### config.mk
export PLATFORM = sky130hd
export DESIGN_NAME = array_access_arbiter
export DESIGN_NICKNAME = d
export VERILOG_FILES = /design/src/rtl/array_access_arbiter.sv
export SDC_FILE = /design/constraint.sdc
export NUM_CORES = 1
export LEC_CHECK = 0
export ABC_AREA = 1
export CORE_ASPECT_RATIO = 1.75
export CORE_MARGIN = 8
export CORE_UTILIZATION = 55
export DETAILED_ROUTE_END_ITERATION = 10
export PLACE_DENSITY = 0.85
export SLEW_MARGIN = 30
export SYNTH_ARGS = -nofsm -noshare
export SYNTH_HDL_FRONTEND = slang
export SYNTH_SLANG_ARGS = --single-unit
### constraint.sdc
create_clock -name clk -period 2.5 [get_ports clk]
set_input_delay 0.375 -clock clk [delete_from_list [all_inputs] [get_ports clk]]
set_output_delay 0.375 -clock clk [all_outputs]
set_load 0.03 [all_outputs]
### src/rtl/array_access_arbiter.sv
// array_access_arbiter: two requesters share one small signed register array.
// Each requester owns a single slot (EMPTY -> PENDING -> RESPONDING). At most
// one PENDING slot is granted per edge, round-robin on contention, and the
// granted access executes against the array on that same edge.
module array_access_arbiter #(
    parameter int                         DEPTH     = 5,
    parameter int                         DATA_W    = 32,
    parameter logic signed [DATA_W-1:0]   ERR_VALUE = 32'hFFFF_FFFF
) (
    input  logic                         clk,
    input  logic                         rst,
    input  logic [2:0]                   req0_addr,
    input  logic                         req0_we,
    input  logic signed [DATA_W-1:0]     req0_data,
    input  logic                         req0_sync,
    output logic                         req0_notify,
    output logic signed [DATA_W-1:0]     rsp0_out,
    output logic                         rsp0_err,
    input  logic                         rsp0_sync,
    output logic                         rsp0_notify,
    input  logic [2:0]                   req1_addr,
    input  logic                         req1_we,
    input  logic signed [DATA_W-1:0]     req1_data,
    input  logic                         req1_sync,
    output logic                         req1_notify,
    output logic signed [DATA_W-1:0]     rsp1_out,
    output logic                         rsp1_err,
    input  logic                         rsp1_sync,
    output logic                         rsp1_notify
);

    typedef enum logic [1:0] {
        S_EMPTY   = 2'd0,
        S_PENDING = 2'd1,
        S_RESP    = 2'd2
    } slot_e;

    slot_e                     slot_q [2];
    slot_e                     slot_d [2];
    logic [1:0]                req_sync_v;
    logic [1:0]                rsp_sync_v;
    logic [1:0]                req_notify_v;
    logic [1:0]                rsp_notify_v;

    logic [2:0]                cap_addr [2];
    logic                      cap_we   [2];
    logic signed [DATA_W-1:0]  cap_data [2];

    logic                      rr_q;
    logic signed [DATA_W-1:0]  mem_q [DEPTH];

    logic [1:0]                grant;
    logic                      gsel;
    logic [2:0]                g_addr;
    logic                      g_we;
    logic signed [DATA_W-1:0]  g_data;
    logic                      g_in_rng;
    logic signed [DATA_W-1:0]  g_rd;

    logic signed [DATA_W-1:0]  rsp_out_q [2];
    logic [1:0]                rsp_err_q;

    assign req_sync_v = {req1_sync, req0_sync};
    assign rsp_sync_v = {rsp1_sync, rsp0_sync};

    // Slot state registers; reset discards any pending or undelivered work.
    always_ff @(posedge clk or negedge rst) begin
        if (!rst) begin
            for (int n = 0; n < 2; n++) slot_q[n] <= S_EMPTY;
        end else begin
            for (int n = 0; n < 2; n++) slot_q[n] <= slot_d[n];
        end
    end

    // Slot next-state: accept when empty, leave PENDING on grant, free on response transfer.
    always_comb begin
        for (int n = 0; n < 2; n++) begin
            slot_d[n] = slot_q[n];
            case (slot_q[n])
                S_EMPTY:   if (req_sync_v[n]) slot_d[n] = S_PENDING;
                S_PENDING: if (grant[n])      slot_d[n] = S_RESP;
                S_RESP:    if (rsp_sync_v[n]) slot_d[n] = S_EMPTY;
                default:                      slot_d[n] = S_EMPTY;
            endcase
        end
    end

    // Handshake outputs decode straight from the slot registers (no input path).
    always_comb begin
        for (int n = 0; n < 2; n++) begin
            req_notify_v[n] = (slot_q[n] == S_EMPTY);
            rsp_notify_v[n] = (slot_q[n] == S_RESP);
        end
    end

    // Arbitration: a lone PENDING slot always wins; on contention rr picks the winner.
    always_comb begin
        grant[0] = (slot_q[0] == S_PENDING) && ((slot_q[1] != S_PENDING) || !rr_q);
        grant[1] = (slot_q[1] == S_PENDING) && ((slot_q[0] != S_PENDING) ||  rr_q);
        gsel     = grant[1];
        g_addr   = cap_addr[gsel];
        g_we     = cap_we[gsel];
        g_data   = cap_data[gsel];
        g_in_rng = ({29'd0, g_addr} < 32'(DEPTH));
        g_rd     = '0;
        for (int i = 0; i < DEPTH; i++) begin
            if (g_addr == 3'(i)) g_rd = mem_q[i];
        end
    end

    // Request capture; only meaningful while the slot is PENDING, so no reset needed.
    always_ff @(posedge clk) begin
        for (int n = 0; n < 2; n++) begin
            if (slot_q[n] == S_EMPTY && req_sync_v[n]) begin
                cap_addr[n] <= (n == 0) ? req0_addr : req1_addr;
                cap_we[n]   <= (n == 0) ? req0_we   : req1_we;
                cap_data[n] <= (n == 0) ? req0_data : req1_data;
            end
        end
    end

    // Array storage and round-robin pointer; the pointer moves to the loser of each grant.
    always_ff @(posedge clk or negedge rst) begin
        if (!rst) begin
            rr_q <= 1'b0;
            for (int i = 0; i < DEPTH; i++) mem_q[i] <= '0;
        end else if (|grant) begin
            rr_q <= ~gsel;
            if (g_we && g_in_rng) begin
                for (int i = 0; i < DEPTH; i++) begin
                    if (g_addr == 3'(i)) mem_q[i] <= g_data;
                end
            end
        end
    end

    // Response registers: loaded at the grant edge with the pre-write contents, then held.
    always_ff @(posedge clk or negedge rst) begin
        if (!rst) begin
            for (int n = 0; n < 2; n++) rsp_out_q[n] <= '0;
            rsp_err_q <= '0;
        end else begin
            for (int n = 0; n < 2; n++) begin
                if (grant[n]) begin
                    rsp_out_q[n] <= g_in_rng ? g_rd : ERR_VALUE;
                    rsp_err_q[n] <= !g_in_rng;
                end
            end
        end
    end

    assign req0_notify = req_notify_v[0];
    assign req1_notify = req_notify_v[1];
    assign rsp0_notify = rsp_notify_v[0];
    assign rsp1_notify = rsp_notify_v[1];
    assign rsp0_out    = rsp_out_q[0];
    assign rsp1_out    = rsp_out_q[1];
    assign rsp0_err    = rsp_err_q[0];
    assign rsp1_err    = rsp_err_q[1];

endmodule

Yosys cells after proc, flatten, opt, wreduce, memory -nomap -nowiden
Memory sizes are Yosys's and may differ from the RTL's.
Cells that the tools add are included.
{"block": "word_totals", "regBits": 231, "ramBits": 72, "out_inout_bits": 70, "wordCells": 71, "n_memories": 3}
{"block": "op_classes", "magnitude_cmp": 1, "n_eq_ne": 16, "mux": 18, "bitwise": 1, "reduce_logical": 20}
{"memory": "cap_data", "words": 2, "word_bits": 32, "rd": 1, "rd_clocked_by_memory_dff": 0, "write_ports": 2, "line": "47", "source": "logic signed [DATA_W-1:0] cap_data [2];"}
{"memory": "cap_addr", "words": 2, "word_bits": 3, "rd": 1, "rd_clocked_by_memory_dff": 0, "write_ports": 2, "line": "45", "source": "logic [2:0] cap_addr [2];"}
{"memory": "cap_we", "words": 2, "word_bits": 1, "rd": 1, "rd_clocked_by_memory_dff": 0, "write_ports": 2, "line": "46", "source": "logic cap_we [2];"}
{"cell": "$mux W32", "count": 6}
{"cell": "$reduce_and A3 Y1", "count": 7}
{"cell": "$mux W2", "count": 6}
{"cell": "$ne A2 B2 Y1 const B", "count": 6}
{"cell": "$pmux W2 S3", "count": 2}
{"cell": "$eq A3 B2 Y1 const B", "count": 2}
{"cell": "$logic_and A1 B1 Y1", "count": 5}
{"cell": "$eq A2 B1 Y1 const B", "count": 2}
{"cell": "$eq A2 B2 Y1 const B", "count": 2}
{"cell": "$logic_not A2 Y1", "count": 2}
{"cell": "$mux W1", "count": 4}
{"cell": "$ne A2 B1 Y1 const B", "count": 2}
{"cell": "$eq A3 B1 Y1 const B", "count": 1}
{"cell": "$eq A3 B3 Y1 const B", "count": 1}
{"cell": "$logic_not A3 Y1", "count": 1}
{"cell": "$lt A3 B3 Y1 const B", "count": 1}
{"cell": "$logic_not A1 Y1", "count": 2}
{"cell": "$logic_or A1 B1 Y1", "count": 2}
{"cell": "$reduce_or A2 Y1", "count": 1}
{"cell": "$not A1 Y1", "count": 1}

Longest topological paths before layout
An unclocked memory read counts as a cell.
{"block": "logic_depth", "ltp_word": 11, "mapped_depth": 13}

Worst setup path before layout
OpenSTA, ideal clock, no wires.
{"block": "synth_path", "path_kind": "reg-to-reg", "startpoint": "register slot_q[1] in the netlist's numbering", "endpoint": "memory cap_addr[1][0], enable pin", "setup_ns": 0.397, "arrival_ns": 1.893, "t_required_ns": 2.103, "slack_ns": 0.210, "path_stages_with_launch": 3, "synth_period_minus_slack_ns": 2.290, "path_cell_list": "dfrtp_1 nor2_1 and2_1"}
{"element": "start, declared", "line": "38", "source": "slot_e slot_q [2];"}
{"element": "end, declared", "line": "45"}

Worst setup path after layout
{"block": "layout_path", "startpoint": "register rr_q", "endpoint": "register rsp_out_q, in the netlist rsp1_out[31]"}
{"block": "layout_between", "elab_chain_len": 10, "word_cells_on_any_way": 15, "classes_between": "1 x order compare; 4 x eq/ne; 6 x mux; 3 x reduce/logical; 1 x memory"}
{"element": "start, declared", "line": "49", "source": "logic rr_q;"}
{"element": "start signal, assigned", "line": "128", "source": "rr_q <= ~gsel;"}
{"element": "$logic_or A1 B1 Y1 (*)", "line": "99", "source": "grant[1] = (slot_q[1] == S_PENDING) && ((slot_q[0] != S_PENDING) || rr_q);"}
{"element": "$logic_and A1 B1 Y1 (*)", "line": "99"}
{"element": "$mem_v2 Z2 W3"}
{"element": "$logic_not A3 Y1", "line": "107", "source": "if (g_addr == 3'(i)) g_rd = mem_q[i];"}
{"element": "$mux W32 (5 in series)", "line": "107"}
{"element": "$mux W32", "line": "145", "source": "rsp_out_q[n] <= g_in_rng ? g_rd : ERR_VALUE;"}
{"element": "end signal, assigned by index", "line": "145"}
{"element": "end, declared", "line": "60", "source": "logic signed [DATA_W-1:0] rsp_out_q [2];"}
Every way passes the cells marked *; elsewhere a longest branch is shown, timed or not.
A chain may end at the register's enable or synchronous reset.

==> impl_metrics.yaml <==
logic_synthesis:
  synth_nets: 1454
  synth-simple-area-share_pct: 22.05
  synth.distinct_cells: 30
  syn_inst: 1376
  synth.largest_area_cell: "dfrtp_1"
  ys_seq_area_share_pct: 62.81
  ys_warn_count: 0
  synth.most_common_cell: "nand2_1"
  synth_compound_area_share_pct: 9.063
  async_reset_ff_share_pct: 76.24
  synth-seq-cells: 303
  ys_top_cells_by_count: "386 x nand2_1, 231 x dfrtp_1, 158 x nor2_1"
  synth.top_cell.area_share_pct: 45.71
  synthAdderAreaFrac_pct: 0
  ys_top_cells_by_area: "dfrtp_1 46%, edfxtp_1 17%, nand2_1 11%"
  synth_top_family_by_area: "simple AND/OR/NAND/NOR gates"
  synthesis.area_um2: 12650
  ys.flop_type: "dfrtp_1"
  synth_xor_xnor_area_share_pct: 0
  synth.area.mux_share_pct: 0
  avgSynthCellArea_um2: 9.190
  synth_edf_count: 72
worst_setup_path:
  worstSetupEndpointType: "flop"
  worstPathMaxFanout: 18
  worstSetupPathType: "reg2reg"
  cp.arrival_ns: 2.75
  worstPathRequired_ns: 2.92
  startpoint_type: "flop"
place:
  hpwlAfterDp_um: 22560
  place_ws_ns: 0.1947
  placed_cells: 1787
  port_buffers: 147
  place_congestion: 0.8535
global_route:
  grt_max_degree: 81
  antenna_found_initial: 0
  gr-total-overflow: 0
  grt_pass1_vias: 11120
  grt_pass1_wl_um: 56390
  grt.total_usage_pct: 25.51
finish:
  fin_util_pct: 68.36
  area_delta_synth_final_pct: 22.44
  layout-drive-gt1-share_pct: 7.027
  fill_cells: 1768
  seqCellArea_um2: 7943
  fin_cells: 1837
  multi_input_area_um2: 3958
  diodes: 0
  nets: 1595
detailed_routing:
  ant_nets: 0
  wl_met1_um: 12360
  dr_wl_met3_um: 2493
  totalWireLength_um: 34510
  drc: 0
  dr_wl_met2_um: 17850
  wl_per_cell_um: 18.79
  vias: 10430
  top_layer: "met4"
  first_iter_violations: 960
  dr.pass1.iters: 6
  viasPerCell: 5.678
timing:
  fmax_ghz: 0.4288
  final_max_slew_viol_count: 0
  fin_worst_skew_ns: 0.02025
  hold_viol: 0
  fin_crit_sh_pct: 93.29
  tightest_slew_ns: 0.9607
  finalWorstPathRequiredPeriod_ns: 2.332
  setup_slack_ns: 0.1677
  whs_ns: 0.3822
  grt_setup_unrepaired: "false"
  relSlewSlack_pct: 35.88
  final.setup.tns_ns: 0
  finalSetupViolCount: 0
floorplan:
  io_pins: 148
  core_area_um2: 22650
  initial_core_util_pct: 55.83
  dieWidth_um: 130.6
  core.rowCount: 73
  die_height_um: 216.6
  die_area_um2: 28290
clocking:
  clock-sinks: 303
  cts_tree: "yes"
  path_clk_slew_ns: 0.07
  cts_max_level: 1
  cts_made_buffers: 26
  cts-root-buf: "clkbuf_16"
  clockBufferDepth: 3
  clock_latency_ns: 0.55
run:
  cap_violations: 0
status:
  status: "completed"
min_path:
  hold_class: "in2reg"
power:
  ir_drop_uv: 1092
  powerDensity_nw_per_um2: 1336
  p_leak_uw: 0.006820
[worst max-delay path, stage by stage, from the launching register on]
cell and delay (ns):
dfrtp_1 0.40, inv_1 0.10, nand3_2 0.16, nand2_4 0.13, nand2_1 0.09, nand2_2 0.29, nand2_1 0.27, nor2_4 0.15
buf_4 0.30, nand2_1 0.14, nand3_1 0.12, nand2_1 0.07
[layer usage]
metal | up-vias | global-route usage, %
met3 | 122 | 4.131
met5 | - | 0
met4 | 0 | 14.77
met1 | 5097 | 28.91
li1 | 4763 | -
met2 | 449 | 44.04
[kinds of logic after synthesis]
logic type,after synthesis
AND/OR/NAND/NOR,673
buffers and inverters,190
flip-flops,303
AO/OA/AOI/OAI,210
[registers in the layout (all words and copies together), names as in the netlist]
register	flops
rsp0_out	32
rsp1_out	32
cap_addr	6
slot_q	4
rr_q	1
cap_data	64
mem_q	160
cap_we	2
rsp_err_q	2
[final timing paths]
| kind | startpoint | end | slack, ns | cells past startpoint |
|---|---|---|---|---|
| setup / recovery | rr_q$_DFFE_PN0N_ | rsp1_out[31]$_DFFE_PN0N_ | 0.17 | 11 |
| hold reg to reg | rsp0_out[14]$_DFFE_PN0P_ | rsp0_out[14]$_DFFE_PN0P_ | 0.48 | 2 |
| setup reg to reg | rr_q$_DFFE_PN0N_ | rsp1_out[31]$_DFFE_PN0N_ | 0.17 | 11 |
| min in group asynchronous | rst | mem_q[71]$_DFFE_PN0P_ | 0.41 | 2 |
| hold / removal | req1_data[22] | cap_data[1][22]$_DFFE_PP_ | 0.38 | 1 |
| max in group asynchronous | rst | mem_q[14]$_DFFE_PN0P_ | 1.27 | 3 |
[cell usage in the layout (no fill, tap or decap), types with 6 or more instances in the layout]
master           Yosys  routed
nand4_1             23      23
o21ai_0             71      71
edfxtp_1            72      72
inv_1              113     113
buf_4                3      25
dfrtp_1            231     231
nand2_1            386     385
buf_12               0       9
nand3_1             90      89
a31oi_1             57      57
clkdlybuf4s50_1      0     146
clkbuf_16            0      27
clkinv_2             0       6
nor2_1             158     157
a21oi_1             31      31
o21ai_1             46      46
[area by class of cell]
cell class | count | share of cell area, %
Clock buffer | 35 | 4.881
Multi-Input combinational cell | 883 | 25.56
Timing Repair Buffer | 184 | 12.12
Inverter | 119 | 2.909
Tap cell | 300 | 2.424
Sequential cell | 303 | 51.30
Clock inverter | 13 | 0.8081
[through the flow]
stage	instance area [um2]	total power, uW
finish	15480	20690
global route	15480	21930
global placement	14570	16170
detailed placement	14570	16470
CTS	15460	20710
floorplan	12650	13200
[where the power goes]
group	leakage [uW]	total [uW]	internal, uW	switching (uW)
combinational	0.00280	8390	2810	5580
sequential	0.00358	8140	7150	990
clock	0.000442	4160	2340	1810
[timing repair]
item	4_1_cts	5_1_grt
buffers inserted	0	1
endpoints found under the setup margin	0	16
resized for setup	0	3
endpoints found under the hold margin	75	0
hold buffers	1	0
No activity file was read; power rests on OpenSTA's default activity.
